==> src/rtl/multicycle_controller.sv <==
// Moore control FSM sequencing the multicycle RV32I datapath: per-state
// mux selects, enables, immediate format and ALU operation.
module multicycle_controller (
  input  logic       clk,
  input  logic       reset,
  input  logic [6:0] op,
  input  logic [2:0] funct3,
  input  logic       funct7b5,
  input  logic       Zero,
  output logic       PCWrite,
  output logic       AdrSrc,
  output logic       MemWrite,
  output logic       IRWrite,
  output logic [1:0] ResultSrc,
  output logic [1:0] ALUSrcA,
  output logic [1:0] ALUSrcB,
  output logic [1:0] ImmSrc,
  output logic [2:0] ALUControl,
  output logic       RegWrite,
  output logic       Retire,
  output logic [3:0] State
);

  localparam int unsigned STATE_W = 4;

  localparam logic [STATE_W-1:0] S_FETCH    = 4'd0;
  localparam logic [STATE_W-1:0] S_DECODE   = 4'd1;
  localparam logic [STATE_W-1:0] S_MEMADR   = 4'd2;
  localparam logic [STATE_W-1:0] S_MEMREAD  = 4'd3;
  localparam logic [STATE_W-1:0] S_MEMWB    = 4'd4;
  localparam logic [STATE_W-1:0] S_MEMWRITE = 4'd5;
  localparam logic [STATE_W-1:0] S_EXECR    = 4'd6;
  localparam logic [STATE_W-1:0] S_EXECI    = 4'd7;
  localparam logic [STATE_W-1:0] S_ALUWB    = 4'd8;
  localparam logic [STATE_W-1:0] S_BRANCH   = 4'd9;
  localparam logic [STATE_W-1:0] S_JAL      = 4'd10;
  localparam logic [STATE_W-1:0] S_JALRADR  = 4'd11;

  localparam logic [6:0] OP_LOAD   = 7'b0000011;
  localparam logic [6:0] OP_STORE  = 7'b0100011;
  localparam logic [6:0] OP_RTYPE  = 7'b0110011;
  localparam logic [6:0] OP_ITYPE  = 7'b0010011;
  localparam logic [6:0] OP_BRANCH = 7'b1100011;
  localparam logic [6:0] OP_JAL    = 7'b1101111;
  localparam logic [6:0] OP_JALR   = 7'b1100111;

  // Internal ALU operation class, resolved to ALUControl below
  localparam logic [1:0] ALUOP_ADD  = 2'd0;
  localparam logic [1:0] ALUOP_SUB  = 2'd1;
  localparam logic [1:0] ALUOP_FUNC = 2'd2;

  logic [STATE_W-1:0] state_q, state_d;
  logic [1:0]         alu_op;
  logic               pc_update;
  logic               branch_taken;

  // State register with synchronous reset to FETCH
  always_ff @(posedge clk) begin
    if (reset) state_q <= S_FETCH;
    else       state_q <= state_d;
  end

  // Next-state logic; unused codes fall back to FETCH
  always_comb begin
    state_d = S_FETCH;
    unique case (state_q)
      S_FETCH:  state_d = S_DECODE;
      S_DECODE: begin
        unique case (op)
          OP_LOAD, OP_STORE: state_d = S_MEMADR;
          OP_RTYPE:          state_d = S_EXECR;
          OP_ITYPE:          state_d = S_EXECI;
          OP_BRANCH:         state_d = S_BRANCH;
          OP_JAL:            state_d = S_JAL;
          OP_JALR:           state_d = S_JALRADR;
          default:           state_d = S_FETCH;
        endcase
      end
      S_MEMADR:   state_d = op[5] ? S_MEMWRITE : S_MEMREAD;
      S_MEMREAD:  state_d = S_MEMWB;
      S_MEMWB:    state_d = S_FETCH;
      S_MEMWRITE: state_d = S_FETCH;
      S_EXECR:    state_d = S_ALUWB;
      S_EXECI:    state_d = S_ALUWB;
      S_ALUWB:    state_d = S_FETCH;
      S_BRANCH:   state_d = S_FETCH;
      S_JAL:      state_d = S_ALUWB;
      S_JALRADR:  state_d = S_JAL;
      default:    state_d = S_FETCH;
    endcase
  end

  // Per-state outputs; enables are suppressed while reset is asserted
  always_comb begin
    pc_update    = 1'b0;
    branch_taken = 1'b0;
    alu_op       = ALUOP_ADD;
    AdrSrc       = 1'b0;
    MemWrite     = 1'b0;
    IRWrite      = 1'b0;
    ResultSrc    = 2'b00;
    ALUSrcA      = 2'b00;
    ALUSrcB      = 2'b00;
    RegWrite     = 1'b0;
    Retire       = 1'b0;
    unique case (state_q)
      S_FETCH: begin
        IRWrite   = 1'b1;
        ALUSrcB   = 2'b10;
        ResultSrc = 2'b10;
        pc_update = 1'b1;
      end
      S_DECODE: begin
        ALUSrcA = 2'b01;
        ALUSrcB = 2'b01;
      end
      S_MEMADR: begin
        ALUSrcA = 2'b10;
        ALUSrcB = 2'b01;
      end
      S_MEMREAD: AdrSrc = 1'b1;
      S_MEMWB: begin
        ResultSrc = 2'b01;
        RegWrite  = 1'b1;
        Retire    = 1'b1;
      end
      S_MEMWRITE: begin
        AdrSrc   = 1'b1;
        MemWrite = 1'b1;
        Retire   = 1'b1;
      end
      S_EXECR: begin
        ALUSrcA = 2'b10;
        alu_op  = ALUOP_FUNC;
      end
      S_EXECI: begin
        ALUSrcA = 2'b10;
        ALUSrcB = 2'b01;
        alu_op  = ALUOP_FUNC;
      end
      S_ALUWB: begin
        RegWrite = 1'b1;
        Retire   = 1'b1;
      end
      S_BRANCH: begin
        ALUSrcA      = 2'b10;
        alu_op       = ALUOP_SUB;
        Retire       = 1'b1;
        branch_taken = Zero ^ funct3[0];
      end
      S_JAL: begin
        ALUSrcA   = 2'b01;
        ALUSrcB   = 2'b10;
        pc_update = 1'b1;
      end
      S_JALRADR: begin
        ALUSrcA = 2'b10;
        ALUSrcB = 2'b01;
      end
      default: ;
    endcase
    PCWrite = pc_update | branch_taken;
    if (reset) begin
      PCWrite  = 1'b0;
      IRWrite  = 1'b0;
      MemWrite = 1'b0;
      RegWrite = 1'b0;
      Retire   = 1'b0;
    end
  end

  // Immediate format decoded from op regardless of state
  always_comb begin
    ImmSrc = 2'b00;
    unique case (op)
      OP_STORE:  ImmSrc = 2'b01;
      OP_BRANCH: ImmSrc = 2'b10;
      OP_JAL:    ImmSrc = 2'b11;
      default:   ImmSrc = 2'b00;
    endcase
  end

  // ALU operation: fixed add/sub or decoded from funct fields
  always_comb begin
    ALUControl = 3'b000;
    unique case (alu_op)
      ALUOP_SUB:  ALUControl = 3'b001;
      ALUOP_FUNC: begin
        unique case (funct3)
          3'b000:  ALUControl = (funct7b5 & op[5]) ? 3'b001 : 3'b000;
          3'b010:  ALUControl = 3'b101;
          3'b110:  ALUControl = 3'b011;
          3'b111:  ALUControl = 3'b010;
          default: ALUControl = 3'b000;
        endcase
      end
      default:    ALUControl = 3'b000;
    endcase
  end

  assign State = state_q;

endmodule

==> config.mk <==
export PLATFORM = sky130hd
export DESIGN_NAME = multicycle_controller
export DESIGN_NICKNAME = d
export VERILOG_FILES = /design/src/rtl/multicycle_controller.sv
export SDC_FILE = /design/constraint.sdc
export NUM_CORES = 1
export LEC_CHECK = 0
export ABC_AREA = 1
export BUFFER_PORTS_ARGS = -buffer_cell sky130_fd_sc_hd__buf_2
export CORE_MARGIN = 4
export CORE_UTILIZATION = 40
export DETAILED_ROUTE_END_ITERATION = 16
export PLACE_DENSITY = 0.8
export SYNTH_ARGS = -nofsm -noshare
export SYNTH_HDL_FRONTEND = slang
export SYNTH_SLANG_ARGS = --single-unit
export TNS_END_PERCENT = 5
==> constraint.sdc <==
create_clock -name clk -period 1.7 [get_ports clk]
set_input_delay 0.085 -clock clk [delete_from_list [all_inputs] [get_ports clk]]
set_output_delay 0.085 -clock clk [all_outputs]
set_load 0.03 [all_outputs]
==> summary.md <==
| Metric | Value |
|---|---|
| Endpoint required time on the critical path | 1.62 ns |
| Final setup violation count | 0 |
| Source of the worst hold timing path | reset |
| Via/cell ratio | 4.84 |
| Buffer cell driving the clock tree root | sky130_fd_sc_hd__clkbuf_4 |
| Largest net degree at the start of global routing | 10 |
| Sort of element at the start of the critical path | flop |
| Register Area | 90.1 sq um |
| Final hold violation count | 0 |
| Clock Skew | 0.00309 ns |
| Avg Inst Size Synth | 5.51 sq um |
| Clock-pin slew of the registers on the worst-case setup and hold paths | 0.04 ns |
| Share of layout cells above drive strength 1 | 50.7% |
| Unique cell type count in the Yosys netlist | 21 |
| Worst r2r src | State[3] |
| Drt wl/cell | 10.8 um |
| Vias post-DR | 779 |
| Leakage power figure | 0.000536 uW |
| Power per cell area | 386 mW/mm^2 |
| Pre-antenna DRT Iters | 3 |
| Num CTS Buffers | 3 |
| Std-Cell Core Area | 0.00132 sq mm |
| Setup TNS | 0 ns |
| Starting Density | 42.6% |
| Worst path bufs/invs | 4 |
| Row count | 13 |
| Routed wire length | 1.74 mm |
| Max clock buf depth | 2 |
| Register area share after synthesis | 14.3% |
| Flip-flop count of the largest register after layout | 4 |
| Layout overhead on the synthesized area | 65.0% |
| Fill count | 128 |
| Vert. Die Dim | 45.5 um |
| Max Transition Viols Final | 0 |
| Global-route wire length before repair | 2.64 mm |
| Number of port buffers | 34 |
| Slack of the worst reg-to-reg path | 0.58 ns |
| Post-layout min period | 1.64 ns |
| Largest driver fanout on the critical path | 6 |
| R2R cell count | 6 |
| Crit path kind | reg2out |
| Antenna Cells | 0 |
| TritonCTS clock tree | done |
| Number of warnings printed during yosys synthesis | 0 |
| Number of violations of the max-capacitance limit | 0 |
| Area of the mapped netlist | 562 sq um |
| Number of remaining DRC errors | 0 |
| End of the critical path | ALUControl[0] |
| Initial antenna violation count | 0 |
| Highest ir drop seen on vdd | 0.415 mV |
| Worst slack on hold paths | 0.119 ns |
| Total Nets Final | 163 |
| Worst-Skew Late Latency | 0.23 ns |
| Final weighted congestion in routability-driven placement | 0.815 |
| DIE AREA | 0.00207 sq mm |
| Achievable Freq | 0.609 GHz |
| Worst hold-check path type | in2reg |
| Fin crit share | 96.6% |
| Slowest cell on the critical path | sky130_fd_sc_hd__dfxtp_2 |
| RSZ-0062 raised after global routing | no |
| Pin slew with the least headroom to its limit | 0.216 ns |
| Count of state elements after synthesis | 4 |
| Logic depth of the worst path, buffers included | 10 |
| Headroom to the max-slew limit | 85.4% |
| Result of the run | complete, no violations |
| Largest delay share family, worst path | flip-flops |
| Antenna violation net count after detailed routing | 0 |
| Clock sink total | 4 |
| Final HPWL DP | 1.30 mm |
| Cells after synthesis | 102 |
| H-tree depth | 1 |
| Critical path launch point | State[1] |
| GRT Total Usage | 16.3% |
| Congestion Overflow GR | 0 |
| Category of the worst setup path capture point | output pin |
| Die width | 45.5 um |
| Worst path max stage delay | 0.36 ns |
| End of the worst register-to-register path | State[1] |
| Footprint of the multi-input gates | 463 sq um |
| Vias in the first global route | 708 |
| Starting DRT DRC Count | 2 |
| Worst-path cell chain | nor2_4, inv_2, nor2_8, inv_4, ha_4, inv_4, a21oi_2, a21oi_2, nor2_2, buf_6 |
| Io pins | 35 |
| Synthesized Nets | 118 |
| Data arrival at the endpoint of the critical path | 1.56 ns |
-- through the flow --
stage / setup slack [ns] / utilization (%) / total power, uW / cells / instance area, sq um
2_1_floorplan: 0.0519 / - / 181 / 102 / 603
3_3_place_gp: 0.116 / 59.8 / 218 / 150 / 788
3_5_place_dp: 0.0839 / 59.8 / 220 / 150 / 788
4_1_cts: 0.00618 / 66.4 / 354 / 158 / 875
5_1_grt: 0.00176 / 70.4 / 380 / 161 / 927
6_report: 0.0584 / 70.4 / 358 / 161 / 927
-- per-layer routing --
layer | wire, um | share of wire [%] | track usage, %
met1 | 722 | 41 | 20.0
met2 | 908 | 52 | 30.6
met3 | 113 | 6.5 | 2.77
met4 | 0 | 0 | 0.585
met5 | 0 | 0 | 0
-- Yosys cell counts (all sizes together) --
cell type,number,area share (%)
nor2,23,24
nand3,5,4.5
nor4,1,1.1
nor3,3,3.6
a21oi,7,6.2
o21ai,3,2.7
buf,1,0.67
ha,2,4.5
dfxtp,4,14
inv,21,14
or2,1,1.1
a31oi,2,2.2
nand2,27,19
o211ai,2,2.7
-- worst min-delay path by stage --
| stage | end | slack, ns | cells after the start |
|---|---|---|---|
| floorplan | State[1] | 0.31 | 3 |
| global placement | State[0] | 0.37 | 2 |
| detailed placement | State[0] | 0.36 | 2 |
| CTS | State[0] | 0.12 | 2 |
| global route | State[0] | 0.13 | 2 |
| finish | State[0] | 0.12 | 2 |
-- report_power, final --
part	internal (uW)	leakage, uW	switching (uW)	total, uW
registers	94.9	0.0000349	2.84	97.7
logic	42.6	0.000486	88.0	131
clock network	88.3	0.0000150	41.4	130
total	226	0.000536	132	358
-- kinds of logic (layout without fill, tap and decap cells) --
family                   count (synthesis)  count (layout)  share of synthesized area, %
AO/OA/AOI/OAI                           14              14                          13.8
adder cells (fa/ha/maj)                  2               2                          4.45
buffers and inverters                   22              66                          14.7
flip-flops                               4               4                          14.3
AND/OR/NAND/NOR                         60              60                          52.8
-- cell usage in the layout, fill, tap and decap left out, types with 3 or more instances in the layout --
cell                       count
sky130_fd_sc_hd__nand2_1      24
sky130_fd_sc_hd__nor2_4        4
sky130_fd_sc_hd__nor2_2        4
sky130_fd_sc_hd__inv_4         5
sky130_fd_sc_hd__nand3_1       5
sky130_fd_sc_hd__buf_4         8
sky130_fd_sc_hd__clkbuf_4      3
sky130_fd_sc_hd__buf_2        31
sky130_fd_sc_hd__a21oi_1       5
sky130_fd_sc_hd__nor2_1       14
sky130_fd_sc_hd__inv_1        14
-- timing repair --
item	in CTS	in global routing
endpoints found under the hold margin	0	0
cloned	0	0
gates resized for setup	9	10
buffers inserted	4	3
hold buffers	0	0
setup endpoints to repair	3	3
pin swaps	4	7
-- layout make-up --
type	instances	area share (%)
Multi-Input combinational cell	76	49.9
Timing Repair Buffer	41	25.6
Inverter	21	9.85
Sequential cell	4	9.72
Clock buffer	4	2.83
Tap cell	15	2.02
-- worst register-to-register path, stage by stage (launching register included) --
cell	delay [ns]
sky130_fd_sc_hd__dfxtp_4	0.34
sky130_fd_sc_hd__buf_4	0.14
sky130_fd_sc_hd__nor2_4	0.17
sky130_fd_sc_hd__nand2_2	0.11
sky130_fd_sc_hd__nor2_2	0.09
sky130_fd_sc_hd__a21oi_1	0.05
sky130_fd_sc_hd__a21oi_1	0.15
Power figures use the tool's default switching activity.
